<file path="config.mk">
export PLATFORM = sky130hd
export DESIGN_NAME = vend_dispenser_flat
export DESIGN_NICKNAME = d
export VERILOG_FILES = /design/src/rtl/vend_if.sv /design/src/rtl/vend_dispenser.sv /design/src/flat_wrapper.sv
export SDC_FILE = /design/constraint.sdc
export NUM_CORES = 1
export LEC_CHECK = 0
export BUFFER_PORTS_ARGS = -buffer_cell sky130_fd_sc_hd__buf_2
export CAP_MARGIN = 20
export CORE_ASPECT_RATIO = 0.8
export CORE_MARGIN = 5
export CORE_UTILIZATION = 55
export DETAILED_ROUTE_END_ITERATION = 7
export PLACE_DENSITY = 0.75
export SLEW_MARGIN = 0
export SYNTH_ARGS = -nofsm -noshare
export SYNTH_HDL_FRONTEND = slang
export SYNTH_SLANG_ARGS = --single-unit
</file>
<file path="constraint.sdc">
create_clock -name clk -period 2.3 [get_ports clk]
set_input_delay 0.575 -clock clk [delete_from_list [all_inputs] [get_ports clk]]
set_output_delay 0.575 -clock clk [all_outputs]
set_load 0.02 [all_outputs]
</file>
<file path="src/rtl/vend_if.sv">
// Handshake bundle between the vending FSM side and the dispenser.
// Inputs come from the controller and sensors; outputs drive the mechanics.
interface vend_if;
    logic       sell;
    logic [1:0] change;
    logic       drink_sensor;
    logic       coin_sensor;
    logic       clr_fault;
    logic       motor_on;
    logic       eject_on;
    logic       busy;
    logic       done;
    logic [2:0] fault;

    modport master (
        output sell, change, drink_sensor, coin_sensor, clr_fault,
        input  motor_on, eject_on, busy, done, fault
    );

    modport slave (
        input  sell, change, drink_sensor, coin_sensor, clr_fault,
        output motor_on, eject_on, busy, done, fault
    );
endinterface

</file>
<file path="src/rtl/vend_dispenser.sv">
// Drink motor / coin ejector sequencer with sensor timeouts,
// a one-deep order buffer and sticky fault flags.
module vend_dispenser #(
    parameter int MOTOR_CYCLES = 8,
    parameter int EJECT_CYCLES = 4,
    parameter int TIMEOUT      = 255,
    parameter int CNT_W        = 8
) (
    input logic clk,
    input logic rst,
    vend_if.slave bus
);

    typedef enum logic [2:0] {
        IDLE, MOTOR, WAIT_DROP, EJECT, WAIT_COIN, DONE, HALT
    } state_t;

    localparam logic [CNT_W-1:0] MOT_LAST = CNT_W'(MOTOR_CYCLES - 1);
    localparam logic [CNT_W-1:0] EJ_LAST  = CNT_W'(EJECT_CYCLES - 1);
    localparam logic [CNT_W-1:0] TMO_LAST = CNT_W'(TIMEOUT - 1);

    state_t           state, state_n;
    logic [CNT_W-1:0] cnt, cnt_n, cnt_inc;
    logic [1:0]       coin_left, coin_n;
    logic             pend_v, pv_n;
    logic [1:0]       pend_chg, pc_n;
    logic [2:0]       fault_q, fault_n, fset;
    logic             coin_q, coin_rise;
    logic             motor_q, eject_q, busy_q, done_q;

    assign cnt_inc   = (&cnt) ? cnt : cnt + 1'b1;
    assign coin_rise = bus.coin_sensor & ~coin_q;

    always_comb begin
        state_n = state;
        cnt_n   = cnt_inc;
        coin_n  = coin_left;
        pv_n    = pend_v;
        pc_n    = pend_chg;
        fset    = '0;
        unique case (state)
            IDLE: begin
                cnt_n = '0;
                if (bus.sell) begin
                    state_n = MOTOR;
                    coin_n  = bus.change;
                end
            end
            MOTOR: begin
                if (cnt == MOT_LAST) begin
                    state_n = WAIT_DROP;
                    cnt_n   = '0;
                end
            end
            WAIT_DROP: begin
                if (bus.drink_sensor) begin
                    cnt_n   = '0;
                    state_n = (coin_left != 2'd0) ? EJECT : DONE;
                end else if (cnt == TMO_LAST) begin
                    fset[0] = 1'b1;
                    state_n = HALT;
                end
            end
            EJECT: begin
                if (cnt == EJ_LAST) begin
                    state_n = WAIT_COIN;
                    cnt_n   = '0;
                end
            end
            WAIT_COIN: begin
                // Only a rising sensor edge counts, so a held pulse pays out once.
                if (coin_rise) begin
                    cnt_n   = '0;
                    coin_n  = coin_left - 2'(coin_left != 2'd0);
                    state_n = (coin_left > 2'd1) ? EJECT : DONE;
                end else if (cnt == TMO_LAST) begin
                    fset[1] = 1'b1;
                    state_n = HALT;
                end
            end
            DONE: begin
                cnt_n = '0;
                if (pend_v) begin
                    state_n = MOTOR;
                    coin_n  = pend_chg;
                    pv_n    = 1'b0;
                end else if (bus.sell) begin
                    state_n = MOTOR;
                    coin_n  = bus.change;
                end else begin
                    state_n = IDLE;
                end
            end
            HALT: begin
                cnt_n = '0;
                pv_n  = 1'b0;
                if (bus.clr_fault) state_n = IDLE;
            end
            default: state_n = IDLE;
        endcase

        if (bus.sell && state inside {MOTOR, WAIT_DROP, EJECT, WAIT_COIN}) begin
            if (pend_v) begin
                fset[2] = 1'b1;
            end else begin
                pv_n = 1'b1;
                pc_n = bus.change;
            end
        end
        if (bus.sell && state == DONE && pend_v) fset[2] = 1'b1;

        fault_n = (bus.clr_fault ? 3'b000 : fault_q) | fset;
    end

    always_ff @(posedge clk or posedge rst) begin
        if (rst) begin
            state     <= IDLE;
            cnt       <= '0;
            coin_left <= '0;
            pend_v    <= 1'b0;
            pend_chg  <= '0;
            fault_q   <= '0;
            coin_q    <= 1'b0;
            motor_q   <= 1'b0;
            eject_q   <= 1'b0;
            busy_q    <= 1'b0;
            done_q    <= 1'b0;
        end else begin
            state     <= state_n;
            cnt       <= cnt_n;
            coin_left <= coin_n;
            pend_v    <= pv_n;
            pend_chg  <= pc_n;
            fault_q   <= fault_n;
            coin_q    <= bus.coin_sensor;
            motor_q   <= (state_n == MOTOR);
            eject_q   <= (state_n == EJECT);
            busy_q    <= (state_n != IDLE);
            done_q    <= (state_n == DONE);
        end
    end

    assign bus.motor_on = motor_q;
    assign bus.eject_on = eject_q;
    assign bus.busy     = busy_q;
    assign bus.done     = done_q;
    assign bus.fault    = fault_q;

endmodule

</file>
<file path="src/flat_wrapper.sv">
// flat-port wrapper written by rule: the top's interface ports become plain ports
module vend_dispenser_flat 
#(
    parameter int MOTOR_CYCLES = 8,
    parameter int EJECT_CYCLES = 4,
    parameter int TIMEOUT      = 255,
    parameter int CNT_W        = 8
)
  (clk, rst, bus_sell, bus_change, bus_drink_sensor, bus_coin_sensor, bus_clr_fault, bus_motor_on, bus_eject_on, bus_busy, bus_done, bus_fault);
  vend_if bus_i ();
  input logic clk;
  input logic rst;
  input wire logic [$bits(bus_i.sell)-1:0] bus_sell;
  input wire logic [$bits(bus_i.change)-1:0] bus_change;
  input wire logic [$bits(bus_i.drink_sensor)-1:0] bus_drink_sensor;
  input wire logic [$bits(bus_i.coin_sensor)-1:0] bus_coin_sensor;
  input wire logic [$bits(bus_i.clr_fault)-1:0] bus_clr_fault;
  output wire logic [$bits(bus_i.motor_on)-1:0] bus_motor_on;
  output wire logic [$bits(bus_i.eject_on)-1:0] bus_eject_on;
  output wire logic [$bits(bus_i.busy)-1:0] bus_busy;
  output wire logic [$bits(bus_i.done)-1:0] bus_done;
  output wire logic [$bits(bus_i.fault)-1:0] bus_fault;
  assign bus_i.sell = bus_sell;
  assign bus_i.change = bus_change;
  assign bus_i.drink_sensor = bus_drink_sensor;
  assign bus_i.coin_sensor = bus_coin_sensor;
  assign bus_i.clr_fault = bus_clr_fault;
  assign bus_motor_on = bus_i.motor_on;
  assign bus_eject_on = bus_i.eject_on;
  assign bus_busy = bus_i.busy;
  assign bus_done = bus_i.done;
  assign bus_fault = bus_i.fault;
  vend_dispenser #(.MOTOR_CYCLES(MOTOR_CYCLES), .EJECT_CYCLES(EJECT_CYCLES), .TIMEOUT(TIMEOUT), .CNT_W(CNT_W)) u_core (.clk(clk), .rst(rst), .bus(bus_i));
endmodule
</file>
Word level (Yosys, flattened, before mapping)
Index checks and enable logic that the tools add are counted.
{"block": "totals", "reg_bits": 24, "in_bits": 8}
{"block": "op_classes", "eq_ne": 13, "order_cmp": 1, "addsub": 2, "muxes": 34, "n_reduce_logical": 13, "bitwise": 4}
{"operator": "$mux W8", "count": 5}
{"operator": "$pmux W8 S5", "count": 1}
{"operator": "$mux W3", "count": 11}
{"operator": "$pmux W3 S7", "count": 1}
{"operator": "$eq A3 B3 Y1 const B", "count": 4}
{"operator": "$mux W1", "count": 12}
{"operator": "$eq A3 B2 Y1 const B", "count": 3}
{"operator": "$add A8 B1 Y8 const B", "count": 1}
{"operator": "$eq A8 B2 Y1 const B", "count": 1}
{"operator": "$eq A8 B3 Y1 const B", "count": 1}
{"operator": "$eq A8 B8 Y1 const B", "count": 1}
{"operator": "$reduce_and A8 Y1", "count": 1}
{"operator": "$eq A3 B1 Y1 const B", "count": 2}
{"operator": "$mux W2", "count": 3}
{"operator": "$pmux W2 S3", "count": 1}
{"operator": "$reduce_bool A3 Y1", "count": 2}
{"operator": "$reduce_and A2 Y1", "count": 2}
{"operator": "$reduce_bool A4 Y1", "count": 1}
{"operator": "$logic_and A1 B1 Y1", "count": 3}
{"operator": "$logic_not A3 Y1", "count": 1}
{"operator": "$or A3 B3 Y3", "count": 1}
{"operator": "$reduce_or A3 Y1", "count": 1}
{"operator": "$gt A2 B1 Y1 const B", "count": 1}
{"operator": "$ne A2 B1 Y1 const B", "count": 1}
{"operator": "other kinds (5)", "count": 6}

Longest topological paths before layout
{"block": "logic_depth", "word_depth": 6, "mapped_depth": 6, "mapped_depth_nobuf": 6}

Worst setup path before layout
OpenSTA, ideal clock, no wires.
{"block": "synth_path", "path_type": "register to register", "start": "reg u_core.cnt[3]", "end": "reg u_core.cnt[6]", "path_stages_with_launch": 5, "synth_period_minus_slack_ps": 1801, "t_arrival_ps": 1668, "path_slack_ps": 499, "n_path_buf": 0, "cell_sequence": "dfrtp_1 or4_4 or4_4 o221ai_4 nor3_2"}
{"block": "synth_between", "elab_chain_len": 4, "elab_cells_between_ends": 10}
{"element": "start: declaration", "line": "vend_dispenser.sv:23", "rtl": "logic [CNT_W-1:0] cnt, cnt_n, cnt_inc;"}
{"element": "start signal: assignment", "line": "vend_dispenser.sv:130", "rtl": "cnt <= cnt_n;"}
{"element": "$add A8 B1 Y8 / $reduce_and A8 Y1 (equally long branches)", "line": "vend_dispenser.sv:31", "rtl": "assign cnt_inc = (&cnt) ? cnt : cnt + 1'b1;"}
{"element": "$mux W8", "line": "vend_dispenser.sv:31"}
{"element": "$mux W8, on equally long branches"}
{"element": "$pmux W8 S5 *", "line": "vend_dispenser.sv:41", "rtl": "unique case (state)"}
{"element": "via u_core.cnt_n[6]", "line": "vend_dispenser.sv:23"}
Mark *: on every way through the listed nets, which the timed path passes. The rest lies on a longest branch.
A chain may end at the register's enable or synchronous reset.

Final worst setup path
{"block": "layout_path", "start": "reg u_core.cnt[3]", "end": "reg u_core.cnt[2]"}
{"block": "layout_between", "elab_chain_len": 4, "elab_cells_between_ends": 9}
{"element": "$reduce_and A8 Y1", "line": "vend_dispenser.sv:31"}
{"element": "$mux W8", "line": "vend_dispenser.sv:31"}
{"element": "$mux W8, on equally long branches"}
{"element": "$pmux W8 S5 *", "line": "vend_dispenser.sv:41"}
{"element": "via u_core.cnt_n[2]", "line": "vend_dispenser.sv:23"}
Marks and branches as above.

==> run metrics <==
total power draw ~1.7 mW; synth top area cells dfrtp_1 43%, nor2_1 3.7%, o21ai_0 2.8%; Clock Skews between 0.01 and 0.015 ns; Post-DP HPWL 2.09 mm; R2R cell count 4; wire length per cell 14.2 um; layout cells sized above 1 between 20% and 30%; Placed Cells slightly below 200; Antenna Cells 0; register bit total from synthesis 24; Area Overhead vs Synth 10.3%; FFs w/ async S/R, synth 100%; Fin Hold WS around 0.27 ns; Final Hold Fails 0; CTS max path bufs 2; Leakage 0.672 nW; Final Cycle Share a little over four fifths; Seq/Total Area, Yosys between 40% and 50%; Clk Latency, worst-skew pair about 0.32 ns; DRC 0; Avg Cell Area, Syn 9.58 um^2; Hold Path Class input port to async pin; P per Cell Area 1090 nW/um^2; NetSw 0.692 mW; YS warnings 0; Initial Util just under 60%; Yosys cell types 50; row count 16; fin crit period about 1.9 ns; H-tree Lvls 1; Core Region approximately 2400 um^2; nets@finish between 150 and 200; fin util between 60% and 70%; reg2reg setup slack approximately 0.37 ns; critical path class flop to flop; Post-Syn Area 1410 um^2; syn nets about 160; placed instance area between 1500 and 2000 um^2; startpoint types flop; maximum vdd drop roughly 0.52 mV; GRT Total Usage 17.4%; Sw Ratio between 40% and 50%; worst reg2reg startpoint u_core.cnt[3]; drt via density ~5.8; Die X approximately 67 um; Die H ~55 um; worst-path maximum fanout 8; Post-Layout Cell Count a little under 200; Final setup viols 0; first-pass GRT wire length between 5 and 6 mm; critical path required time roughly 2.5 ns; # port buffers 14; CP Capture Type flop; outcome completed; total iterations of the first detailed-routing run 4; relative slew slack between 60% and 70%; CTS tree done; Routed Antenna Nets 0; Seq pwr share 43.6%; via count approximately 1100; setup ws final between 0.3 and 0.4 ns; setup TNS 0 ns; Num CTS Buffers 3; Comb power frac around 43%; largest net degree at the start of global routing 25; global placement routability congestion 0.824; Slew Viols, Final 0; post-synth top area share a little over two fifths; number of antenna violations at the first check in global routing 0; # fillers 234; worst slew pin tran about 0.53 ns; Post-Place Setup Slack around 0.33 ns; Post-synth top flop dfrtp_1; setup bufs post-CTS 0; reg2reg end u_core.cnt[2]; die footprint between 3000 and 4000 um^2; Clk pwr share 12.9%; MaxCap Viol Count 0; CP arrival between 2 and 2.5 ns; clock root buffer clkbuf_4; DR iter-0 viols 71; vias in the first global route about 1100; Seq. cell area between 600 and 700 um^2; Pint about 1.0 mW; multi-input logic area roughly 750 um^2; RSZ-0062 raised after global routing false; f_max 0.519 GHz; Clk pin slew, worst setup/hold paths roughly 0.13 ns; cell area after layout about 1600 um^2; Post-Synthesis Cells ~150; Post-synth EDFFs 0; WL final ~2.8 mm; GR Overflow Total 0; hold bufs inserted after CTS 0; CTS sink cnt 24; Yosys top cell by area dfrtp_1; io pins 15
## area by class of cell
class	count	area share, %
clock buffer	4	2.33
inverter	7	1.69
multi-input combinational	109	48.4
sequential	24	38.7
tap	36	2.90
timing repair buffer	17	5.96
## metal layers
metal | track usage (%) | share of wire, % | vias to the layer above | wire length, um
met1 | 24.5 | 48 | 543 | 1340
met4 | 5.22 | 0.93 | 0 | 26
met3 | 5.27 | 6.9 | 4 | 194
met2 | 25.6 | 44 | 28 | 1240
met5 | 0 | 0 | - | 0
li1 | - | - | 570 | -
## sequential cells by signal, summed over array words and instances, names as in the netlist, 2 cells and up
name / count
u_core.pend_chg: 2
u_core.cnt: 8
u_core.state: 3
u_core.coin_left: 2
u_core.bus.fault: 3
## worst max-delay path by stage
stage / endpoint / from
after floorplan: u_core.cnt[6] / u_core.cnt[3]
after global placement: u_core.bus.motor_on / u_core.state[0]
after detailed placement: u_core.bus.motor_on / u_core.state[0]
after CTS: u_core.bus.motor_on / u_core.state[0]
after global routing: u_core.bus.motor_on / u_core.cnt[1]
final: u_core.cnt[2] / u_core.cnt[3]
## cell usage after synthesis, types with 2 or more instances
cell,n
nand4_1,4
nand3b_1,2
a22o_1,4
nor2b_1,2
buf_2,2
nand4bb_1,3
ha_1,2
and3_1,2
nand2_1,8
o21ai_0,8
or2_2,3
mux2_2,2
a21oi_1,7
nand3_1,4
dfrtp_1,24
o211ai_1,2
or4_4,2
xor2_1,2
inv_1,7
clkbuf_1,4
xnor2_1,2
nand2b_1,4
nor4_1,2
a31oi_1,5
o21a_1,2
nor2_1,14
## repair_timing
action | 4_1_cts | 5_1_grt
endpoints found under the hold margin | 0 | 0
gates resized for setup | 0 | 1
setup endpoints to repair | 0 | 1
## power groups by stage
stage / logic, mW / clock network (mW) / registers (mW)
floorplan: 0.625 / 0 / 0.682
global placement: 0.707 / 0 / 0.730
detailed placement: 0.732 / 0 / 0.741
CTS: 0.733 / 0.226 / 0.732
global route: 0.820 / 0.251 / 0.763
finish: 0.733 / 0.218 / 0.736
## worst max-delay path, cell delays in order, from the launching register on
cell,delay (ns)
dfrtp_1,0.47
or4_4,0.56
or4_4,0.54
o221ai_4,0.14
a21oi_1,0.09
## cell families (layout without fill, tap and decap cells)
family,Yosys count,count (layout),synth area share [%]
simple gates,62,62,27.3
compound gates,38,38,19.5
flops,24,24,42.6
buf+inv,14,28,4.00
xor+xnor,4,4,2.49
mux,3,3,2.31
fa+ha+maj,2,2,1.78
## layout by cell type, fill, tap and decap left out, types with 4 or more instances in the layout
cell      instances
nor2_1           14
inv_1             7
a21oi_1           7
buf_2            14
nand2_1           8
nand3_1           4
nand2b_1          4
a31oi_1           5
a22o_1            4
dfrtp_1          23
o21ai_0           8
nand4_1           4
No activity file was read; power rests on OpenSTA's default activity.
